File: src/rtl/fetch_pkg.sv
// Shared definitions for the instruction fetch unit.
//   fetch_state_t : fetch FSM states (FETCH, WAIT, HOLD, DROP)
//   PC_STEP       : PC increment between sequential instructions
//   RS/RT/RD_*    : register-specifier bit-field positions in an instruction
//   pc_align      : clears the byte-offset bits of an address
package fetch_pkg;

   typedef enum logic [1:0] {
      FETCH = 2'd0,
      WAIT  = 2'd1,
      HOLD  = 2'd2,
      DROP  = 2'd3
   } fetch_state_t;

   localparam logic [31:0] PC_STEP = 32'd4;

   localparam int RS_MSB = 25;
   localparam int RS_LSB = 21;
   localparam int RT_MSB = 20;
   localparam int RT_LSB = 16;
   localparam int RD_MSB = 15;
   localparam int RD_LSB = 11;

   function automatic logic [31:0] pc_align(input logic [31:0] a);
      return a & ~32'h0000_0003;
   endfunction

endpackage

File: src/rtl/fetch_unit.sv
// Instruction fetch unit: issues one word read at a time to instruction
// memory and delivers the returned words into an IF/ID slot, with a
// one-entry skid register so a response arriving under stall is not lost.
//
// Ports
//   clk, rst                 : clock, synchronous active-high reset
//   imem_req / imem_addr     : read request and byte address (= pc)
//   imem_gnt                 : request accepted this cycle
//   imem_rvalid / imem_rdata : read response
//   stall                    : decode cannot accept, IF/ID slot holds
//   redirect / redirect_pc   : taken branch/jump, flush and refetch
//   if_valid/if_instr/if_pc  : IF/ID slot
//   rs, rt, rd               : register specifiers decoded from if_instr
module fetch_unit
   import fetch_pkg::*;
#(
   parameter logic [31:0] RESET_PC = 32'h0000_0000
) (
   input  logic        clk,
   input  logic        rst,
   output logic        imem_req,
   output logic [31:0] imem_addr,
   input  logic        imem_gnt,
   input  logic        imem_rvalid,
   input  logic [31:0] imem_rdata,
   input  logic        stall,
   input  logic        redirect,
   input  logic [31:0] redirect_pc,
   output logic        if_valid,
   output logic [31:0] if_instr,
   output logic [31:0] if_pc,
   output logic [4:0]  rs,
   output logic [4:0]  rt,
   output logic [4:0]  rd
);

   fetch_state_t state;
   logic [31:0]  pc;
   logic [31:0]  skid_instr;
   logic [31:0]  skid_pc;

   // The request is a pure function of the registered state; rst gates it so
   // nothing is requested while the memory is itself being reset.
   assign imem_req  = (state == FETCH) && !rst;
   assign imem_addr = pc;

   assign rs = if_instr[RS_MSB:RS_LSB];
   assign rt = if_instr[RT_MSB:RT_LSB];
   assign rd = if_instr[RD_MSB:RD_LSB];

   always_ff @(posedge clk) begin
      if (rst) begin
         state      <= FETCH;
         pc         <= pc_align(RESET_PC);
         if_valid   <= 1'b0;
         if_instr   <= 32'h0;
         if_pc      <= 32'h0;
         skid_instr <= 32'h0;
         skid_pc    <= 32'h0;
      end else if (redirect) begin
         // Flush overrides stall. Leaving HOLD empties the skid entry; an
         // in-flight request whose data has not yet arrived is dropped.
         pc       <= pc_align(redirect_pc);
         if_valid <= 1'b0;
         case (state)
            FETCH:   state <= imem_gnt    ? DROP  : FETCH;
            WAIT:    state <= imem_rvalid ? FETCH : DROP;
            HOLD:    state <= FETCH;
            DROP:    state <= imem_rvalid ? FETCH : DROP;
            default: state <= FETCH;
         endcase
      end else begin
         // Consumed instruction leaves the slot unless something loads below.
         if (if_valid && !stall) begin
            if_valid <= 1'b0;
         end
         case (state)
            FETCH: begin
               if (imem_gnt) begin
                  state <= WAIT;
               end
            end
            WAIT: begin
               if (imem_rvalid) begin
                  if (!if_valid || !stall) begin
                     if_valid <= 1'b1;
                     if_instr <= imem_rdata;
                     if_pc    <= pc;
                     state    <= FETCH;
                  end else begin
                     skid_instr <= imem_rdata;
                     skid_pc    <= pc;
                     state      <= HOLD;
                  end
                  pc <= pc + PC_STEP;
               end
            end
            HOLD: begin
               // No new request until the skid entry has moved into the slot.
               if (!stall) begin
                  if_valid <= 1'b1;
                  if_instr <= skid_instr;
                  if_pc    <= skid_pc;
                  state    <= FETCH;
               end
            end
            DROP: begin
               if (imem_rvalid) begin
                  state <= FETCH;
               end
            end
            default: state <= FETCH;
         endcase
      end
   end

endmodule

File: config.mk
export PLATFORM = sky130hd
export DESIGN_NAME = fetch_unit
export DESIGN_NICKNAME = d
export VERILOG_FILES = /design/src/rtl/fetch_pkg.sv /design/src/rtl/fetch_unit.sv
export SDC_FILE = /design/constraint.sdc
export NUM_CORES = 1
export LEC_CHECK = 0
export ABC_AREA = 1
export ABC_CLOCK_PERIOD_IN_PS = 2100
export CORE_ASPECT_RATIO = 1.4
export CORE_MARGIN = 2
export CORE_UTILIZATION = 40
export DETAILED_ROUTE_END_ITERATION = 8
export GPL_ROUTABILITY_DRIVEN = 0
export PLACE_DENSITY = 0.73
export SYNTH_ARGS = -nofsm -noshare
export SYNTH_HDL_FRONTEND = slang
export SYNTH_SLANG_ARGS = --single-unit
File: constraint.sdc
create_clock -name clk -period 2.1 [get_ports clk]
set_input_delay 0.42 -clock clk [delete_from_list [all_inputs] [get_ports clk]]
set_output_delay 0.42 -clock clk [all_outputs]
set_load 0.005 [all_outputs]
; After elaboration in Yosys (flattened, before gate mapping)
; Cells that the tools add are included.
[word_totals]
out_inout_bits = 113
in_bits = 70
elab_cells = 64
regBits = 163
[classes]
bitwise = 2
addsub = 1
reduce_logical = 17
muxes = 26
n_eq_ne = 10
[op_table]
columns = op, n
row1 = two-way mux 32 bit, 9
row2 = one-hot mux 32 bit (2 select lines), 2
row3 = "adder 32 x 3 -> 32 bit, second input constant", 1
row4 = two-way mux 2 bit, 8
row5 = "inequality test 3 bit, second input constant", 4
row6 = one-hot mux 2 bit (4 select lines), 1
row7 = AND reduction 4 bit, 2
row8 = "inequality test 2 bit, second input constant", 3
row9 = one-hot mux 2 bit (3 select lines), 1
row10 = nonzero test 2 bit, 3
row11 = AND reduction 5 bit, 1
row12 = "equality test 2 bit, second input constant", 2
row13 = two-way mux 1 bit, 4
row14 = AND reduction 2 bit, 2
row15 = OR reduction 2 bit, 2
row16 = zero test 1 bit, 3
row17 = "equality test 2 x 1 -> 1 bit, second input constant", 1
row18 = logical AND 1 bit, 2
row19 = zero test 2 bit, 1
row20 = NOT 1 bit, 2
row21 = one-hot mux 1 bit (2 select lines), 1
row22 = logical OR 1 bit, 1

; Longest topological paths before layout
; Gate-level depths: netlist of the first run.
[depth]
depth_word = 6
depth_mapped = 11
mapped_depth_nobuf = 10

; Worst setup path after synthesis of the first run
; Ideal clock, no wire load.
[synth_timing]
path_type = register -> register
startpoint = register state[0]
endpoint = register if_instr[0]
path_slack_ns = 0.513
arrival_ns = 1.466
required_ns = 1.978
path_buffers = 3
setup_ns = 0.122
synth_period_minus_slack_ns = 1.587
path_stages_with_launch = 12
path_cell_list = dfxtp_1 > inv_1 > ha_1 > buf_2 > nand2_1 > nand2_1 > a21oi_1 > nand2_1 > inv_2 > buf_6 > buf_2 > a21oi_1
[synth_via]
elab_chain_len = 3
word_cells_on_any_way = 8
cone_classes = 5 x eq/ne / 1 x mux / 2 x reduce/logical
[synth_rtl]
columns = element, line
row1 = start: declaration, fetch_unit.sv:37  ; fetch_state_t state;
row2 = start signal: assignment, fetch_unit.sv:66  ; FETCH: state <= imem_gnt ? DROP : FETCH;
row3 = start signal: assignment, fetch_unit.sv:67  ; WAIT: state <= imem_rvalid ? FETCH : DROP;
row4 = start signal: assignment, fetch_unit.sv:69  ; DROP: state <= imem_rvalid ? FETCH : DROP;
row5 = equality test 2 x 1 -> 1 bit / equality test 2 bit (equally long branches), fetch_unit.sv:77  ; case (state)
row6 = inequality test 2 bit (no source line) / nonzero test 2 bit (equally long branches), n/a
row7 = AND reduction 5 bit (no source line), n/a
row8 = end signal: assignment, fetch_unit.sv:87  ; if_instr <= imem_rdata;
row9 = end signal: assignment, fetch_unit.sv:102  ; if_instr <= skid_instr;
row10 = end: declaration, fetch_unit.sv:30  ; output logic [31:0] if_instr,
; Parallel ways exist; a longest one is shown, timed or not.
; A chain may end at the register's enable or synchronous reset.

; Worst setup path in the final report of the first run
[layout_timing]
startpoint = register state[1]
endpoint = output port imem_req
[layout_via]
elab_chain_len = 2
[layout_rtl]
columns = element, line
row1 = zero test 2 bit, fetch_unit.sv:44  ; assign imem_req = (state == FETCH) && !rst;
row2 = logical AND 1 bit, fetch_unit.sv:44
row3 = end: declaration, fetch_unit.sv:21  ; output logic imem_req,
; Every way passes these cells.

==> results of run 1 <==
==> area by class of cell <==
type                       instances  area, µm²  area share
inverter                         106      399.1     0.04123
tap                              240      300.3     0.03102
timing repair buffer             197       2043      0.2111
clock buffer                      21      460.4     0.04756
sequential                       157       3144      0.3248
multi-input combinational        668       3217      0.3323
clock inverter                    10      116.4     0.01202
==> sequential cells by signal, summed over array words and instances (netlist names) <==
register,flops
if_pc,30
state,2
imem_addr,30
if_valid,1
skid_pc,30
skid_instr,32
if_instr,32
==> power by group through the flow <==
stage / logic (W) / registers [W] / clock network, W
after detailed placement: 0.00147 / 0.00341 / 0
after floorplan: 0.000694 / 0.00340 / 0
after global placement: 0.00145 / 0.00341 / 0
final: 0.00148 / 0.00335 / 0.00304
after CTS: 0.00149 / 0.00335 / 0.00309
after global routing: 0.00162 / 0.00338 / 0.00322
==> timing repair <==
| action | in CTS | in global routing |
|---|---|---|
| setup endpoints to repair | 1 | 0 |
| gates resized for setup | 5 | 0 |
| buffers inserted | 1 | 0 |
==> layer usage <==
metal | track usage | vias to the layer above
met5 | 0 | -
met4 | 0.08050 | 0
met3 | 0.03361 | 28
met2 | 0.3594 | 215
met1 | 0.2530 | 3177
li1 | - | 3597
==> through the flow <==
step	util	total power, W	std cells	area [µm²]	setup slack, ps
after detailed placement	0.5115	0.004886	1367	9094	8.813
after global routing	0.5445	0.008227	1399	9681	59.70
after floorplan	-	0.004098	1014	7206	512.5
final	0.5445	0.007868	1399	9681	206.3
after global placement	0.5115	0.004862	1367	9094	58.95
after CTS	0.5445	0.007932	1399	9681	187.7
==> cells by family (layout without fill, tap and decap cells) <==
| kind of cell | after synthesis | after routing | synth area share |
|---|---|---|---|
| adder cells (fa/ha/maj) | 6 | 6 | 0.01043 |
| AND/OR/NAND/NOR | 272 | 272 | 0.1572 |
| XOR/XNOR | 6 | 6 | 0.007304 |
| AO/OA/AOI/OAI | 380 | 380 | 0.2680 |
| buffers and inverters | 189 | 334 | 0.1197 |
| other | 1 | 4 | 0.0005212 |
| flip-flops | 157 | 157 | 0.4369 |
==> critical path, cell delays in order, from the launching register on <==
cell and delay, ps:
dfxtp_2 390, inv_2 60, ha_1 190, inv_1 110
nor2_2 50, dlygate4sd2_1 260
==> path summary, 6_finish.rpt <==
check	slack (ps)	endpoint	cells after the start
max	210	imem_req	5
min	510	skid_instr[26]	2
max reg2reg	260	imem_addr[20]	8
min reg2reg	510	skid_instr[26]	2
==> layout by cell type (no fill, tap or decap), drive strengths merged <==
cell	count
a21oi	212
clkdlybuf4s50	175
dfxtp	157
o21ai	153
nand2	116
nor2	111
inv	105
nand3	37
clkbuf	21
buf	21
a31oi	10
clkinv	7
xor2	6
ha	6
conb	4
o211ai	3
nand4	3
nor3	2
bufinv	2
clkinvlp	2
a221oi	1
a211oi	1
and3	1
and2	1
nor3b	1
dlygate4sd2	1
==> flow_summary.toml, run 1 <==
[yosys]
yosysTopAreaCellShare = 0.4369
avgSynthCellArea_um2 = 7.116
syn_area_um2 = 7194
ys_top_cells_by_area = "dfxtp_1, a21oi_1, o21ai_0"
syn_inst = 1011
yosys_warnings = 0
yosysMostFrequentCell = "a21oi_1"
yosysSeqAreaShare = 0.4369
async_flop_share = 0
ys_seq_elements = 157
synth_edf_count = 0
synth_ff_type = "dfxtp_1"
yosys-top-cells-count = "a21oi_1, dfxtp_1, nand2_1"
post-synth-top-area-cell = "dfxtp_1"
yosysUniqueCellTypes = 28

[die]
start_util = 0.4046
num_rows = 58
die_w_um = 117.3
die_h_um = 162.7
dieArea_um2 = 19090
core_area_um2 = 17780
io_pins = 183

[global_routing]
grt_use_total = 0.2053
grt-ovfl-total = 0
grt_pass1_wl_mm = 31.93
grt_max_degree = 126
antenna_found_initial = 0
grt_pass1_vias = 6462

[final_layout]
syn_to_final_growth_pct = 34.56
nets = 1223
fillers = 1722
final_layout_size_suffix_gt1_frac = 0.06126
antennaDiodeCount = 0

[cts]
cts_buffers = 17
clock_latency_ps = 410
cts_sinks = 157
cts_root_buffer = "clkbuf_16"
htree_levels = 4
cts_buffer_depth = 2
cts_hold_buf = 0
cts_tree = "done"
clk_pin_slew_worst_paths_ps = 60

[drt]
wirelength_mm = 19.68
postRouteAntennaNets = 0
dr.first_iter.drc_count = 482
met2_length_mm = 9.729
routedWlPerCell_um = 14.06
drt-met1-wl_mm = 8.599
firstDrtPassIters = 5
routed_via_density = 5.016
wl_met3_um = 900
via_count = 7017
route.top_layer_used = "met4"
drc = 0

[pwr]
p_comb_frac = 0.188
share_seq_of_total_power = 0.426
pwr-share-clk = 0.387
p_per_area_nw_per_um2 = 812.8
power.leakage_nw = 3.875
swShare = 0.2651
internal_power_w = 0.005783
irDropWorstVdd_mv = 0.4705
switchingPower_w = 0.002085

[sta]
slew_headroom = 0.6276
hold_viol = 0
max_freq_mhz = 528.1
period_share = 0.9018
setup_violations = 0
clock_skew_ps = 13.76
tightest_slew_ps = 558.7
fin_setup_tns_ps = 0
hold_ws_ps = 514.6
layout_min_cycle_time_ps = 1894
finalMaxSlewViolations = 0
rsz0062_at_grt = "no"

[place]
portBuffers = 176
hpwl_mm = 13.89

[hold_path]
hold_class = "flip-flop to flip-flop"
min_from = "skid_instr[26]"

[run]
drv_cap = 0

[worst_setup_path]
critical_path_arrival_ps = 1470
cp_data_required_time_ps = 1680
startpoint_type = "flip-flop"
crit_fanout = 4
crit_type = "flip-flop to output pin"
setup.worst_path.start = "state[1]"
critPathCaptureType = "output pin"
r2r-start = "imem_addr[3]"

[run_status]
outcome = "complete, no violations"
No activity file was read; power rests on OpenSTA's default activity.
==> run 2, diff against run 1 <==
Settings changed: ABC_AREA 1 to 0, HOLD_SLACK_MARGIN from default to 0.1.
==> run 2 against run 1 <==
Register-to-register slack got worse by 160 ps. Flip-flop and latch count unchanged. Global-route usage increased by 0.23 points. Clock-buffer cell count decreased by 4. Clock power increased by 4%. Sequential share of layout area decreased by 1.3 points. Setup slack got worse by 110 ps. Hold slack got worse by 250 ps. Synthesized area decreased by 0.82%. Critical path depth increased by 2. Critical path type is now flip-flop to flip-flop. Critical endpoint is now imem_addr[19].
==> flow_summary.toml, run 2 <==
[yosys]
synth_edf_count = 0
yosysMostFrequentCell = "dfxtp_1"
syn_inst = 852
yosysTopAreaCellShare = 0.4405
post-synth-top-area-cell = "dfxtp_1"
ys_top_cells_by_area = "dfxtp_1, mux2i_1, nand2_1"
yosysSeqAreaShare = 0.4405
yosys-top-cells-count = "dfxtp_1, nand2_1, nor2_1"
synth_ff_type = "dfxtp_1"
yosysUniqueCellTypes = 53
avgSynthCellArea_um2 = 8.375
async_flop_share = 0
syn_area_um2 = 7136
yosys_warnings = 0
ys_seq_elements = 157

[final_layout]
syn_to_final_growth_pct = 41.49
fillers = 1584
final_layout_size_suffix_gt1_frac = 0.1219
top_regs = "if_instr (32), skid_instr (32)"
nets = 1105
layout_common_cells = "clkdlybuf4s50_1, dfxtp_1, nand2_1"
stdcell_count = 1278
layout_commonest_cell = "clkdlybuf4s50_1"
antennaDiodeCount = 0

[global_routing]
antenna_found_initial = 0
grt-ovfl-total = 0
grt_use_total = 0.2076
grt_pass1_vias = 6301
grt_max_degree = 128
grt_pass1_wl_mm = 31.36

[run_status]
outcome = "complete, no violations"

[run]
drv_cap = 0

[die]
die_w_um = 116.9
dieArea_um2 = 18940
io_pins = 183
num_rows = 57
die_h_um = 162.0
core_area_um2 = 17400
start_util = 0.4101

[worst_setup_path]
reg2reg_slack_ps = 100
critPathCaptureType = "flip-flop"
critical_path_arrival_ps = 2360
cp_data_required_time_ps = 2460
ff2ff_path_depth = 7
r2r-start = "state[1]"
crit_fanout = 4
startpoint_type = "flip-flop"
timing.rr.end = "imem_addr[19]"
crit_type = "flip-flop to flip-flop"

[sta]
max_freq_mhz = 499.3
hold_viol = 0
tightest_slew_ps = 556.7
rsz0062_at_grt = "no"
fin_setup_tns_ps = 0
setup_violations = 0
clock_skew_ps = 6.933
layout_min_cycle_time_ps = 2003
slew_headroom = 0.6289
period_share = 0.9537
finalMaxSlewViolations = 0

[drt]
via_count = 6689
drc = 0
wirelength_mm = 19.48
firstDrtPassIters = 4
dr.first_iter.drc_count = 484
routed_via_density = 5.234
routedWlPerCell_um = 15.24
postRouteAntennaNets = 0

[pwr]
power.leakage_nw = 3.414
irDropWorstVdd_mv = 0.5483
p_per_area_nw_per_um2 = 873.0

[cts]
htree_levels = 4
cts_tree = "done"
cts_buffers = 17
clk_pin_slew_worst_paths_ps = 70
cts_buffer_depth = 2
cts_sinks = 157
cts_hold_buf = 0
clock_latency_ps = 420
cts_root_buffer = "clkbuf_16"

[place]
portBuffers = 176
hpwl_mm = 13.58
dp.cells = 1245

[hold_path]
min_to = "state[0]"
min_from = "rst"
hold_class = "input pin to flip-flop"
whs_path_depth = 2
run 2: cell count changes after synthesis, sizes merged, moves of 11 or more:
| cell | previous run | this run |
|---|---|---|
| o21ai | 153 | 5 |
| xnor2 | 0 | 11 |
| mux2i | 0 | 63 |
| buf | 53 | 33 |
| a211oi | 1 | 73 |
| clkbuf | 30 | 60 |
| inv | 106 | 11 |
| a21oi | 212 | 68 |
| nand3 | 37 | 19 |
| nand2 | 116 | 148 |
| nor2 | 111 | 86 |
run 2: how the worst max path moves through the flow:
| stage | startpoint | end | slack, ps | cells after the start |
|---|---|---|---|---|
| 6_report | state[1] | imem_addr[19] | 100 | 7 |
| 5_1_grt | imem_addr[3] | imem_addr[20] | 7 | 5 |
| 4_1_cts | state[1] | imem_addr[19] | 30 | 7 |
| 3_5_place_dp | imem_rvalid | imem_addr[19] | -370 | 6 |
| 3_3_place_gp | imem_rvalid | imem_addr[19] | -350 | 6 |
| 2_1_floorplan | state[1] | imem_addr[23] | -20 | 8 |
run 2: logic make-up (layout without fill, tap and decap cells):
group / after synthesis / after routing / share of synthesized area
buf+inv: 104 / 291 / 0.06663
fa+ha+maj: 6 / 6 / 0.01052
simple gates: 316 / 316 / 0.1946
mux: 63 / 63 / 0.08837
flops: 157 / 157 / 0.4405
other cells: 1 / 4 / 0.0005255
compound gates: 192 / 192 / 0.1829
xor+xnor: 13 / 13 / 0.01596
run 2: where the power goes:
group | internal [W] | total (W) | switching, W
combinational | 0.00125 | 0.00220 | 0.000955
clock | 0.00179 | 0.00315 | 0.00136
sequential | 0.00327 | 0.00346 | 0.000190
total | 0.00631 | 0.00881 | 0.00251
run 2: stage by stage:
step	hold WS (ps)	total power, W	utilization	setup WS (ps)	cell area, µm²
6_report	268.8	0.008813	0.5802	97.20	10100
5_1_grt	265.9	0.009266	0.5802	7.212	10100
4_1_cts	241.1	0.008913	0.5790	30.98	10080
3_5_place_dp	446.1	0.005741	0.5445	-366.7	9475
3_3_place_gp	441.0	0.005705	0.5445	-352.4	9475
2_1_floorplan	436.0	0.004609	-	-18.57	7181
run 2: worst max-delay path, stage by stage, from the launching register on:
cell	delay, ps
dfxtp_2	350
inv_2	80
ha_4	160
nand4_4	100
or4_4	530
buf_4	170
or4_1	390
a31oi_1	160
run 2: area by class of cell:
cell class	instances	area, µm²	area share
Clock buffer	17	425.4	0.04214
Clock inverter	15	173.9	0.01723
Inverter	11	41.29	0.004090
Multi-Input combinational cell	594	3590	0.3556
Sequential cell	157	3146	0.3116
Tap cell	236	295.3	0.02925
Timing Repair Buffer	248	2425	0.2402
run 2: timing repair:
item	in CTS	in global routing
gates cloned	0	0
setup buffers	0	1
resized for setup	3	5
setup endpoints to repair	1	13
endpoints found under the hold margin	0	0
pin swaps	0	2
run 2: per-layer routing:
metal,global-route usage,routed length (µm)
met4,0.07112,367
met5,0,0
met2,0.3568,9780
met3,0.03881,1052
met1,0.2578,8279
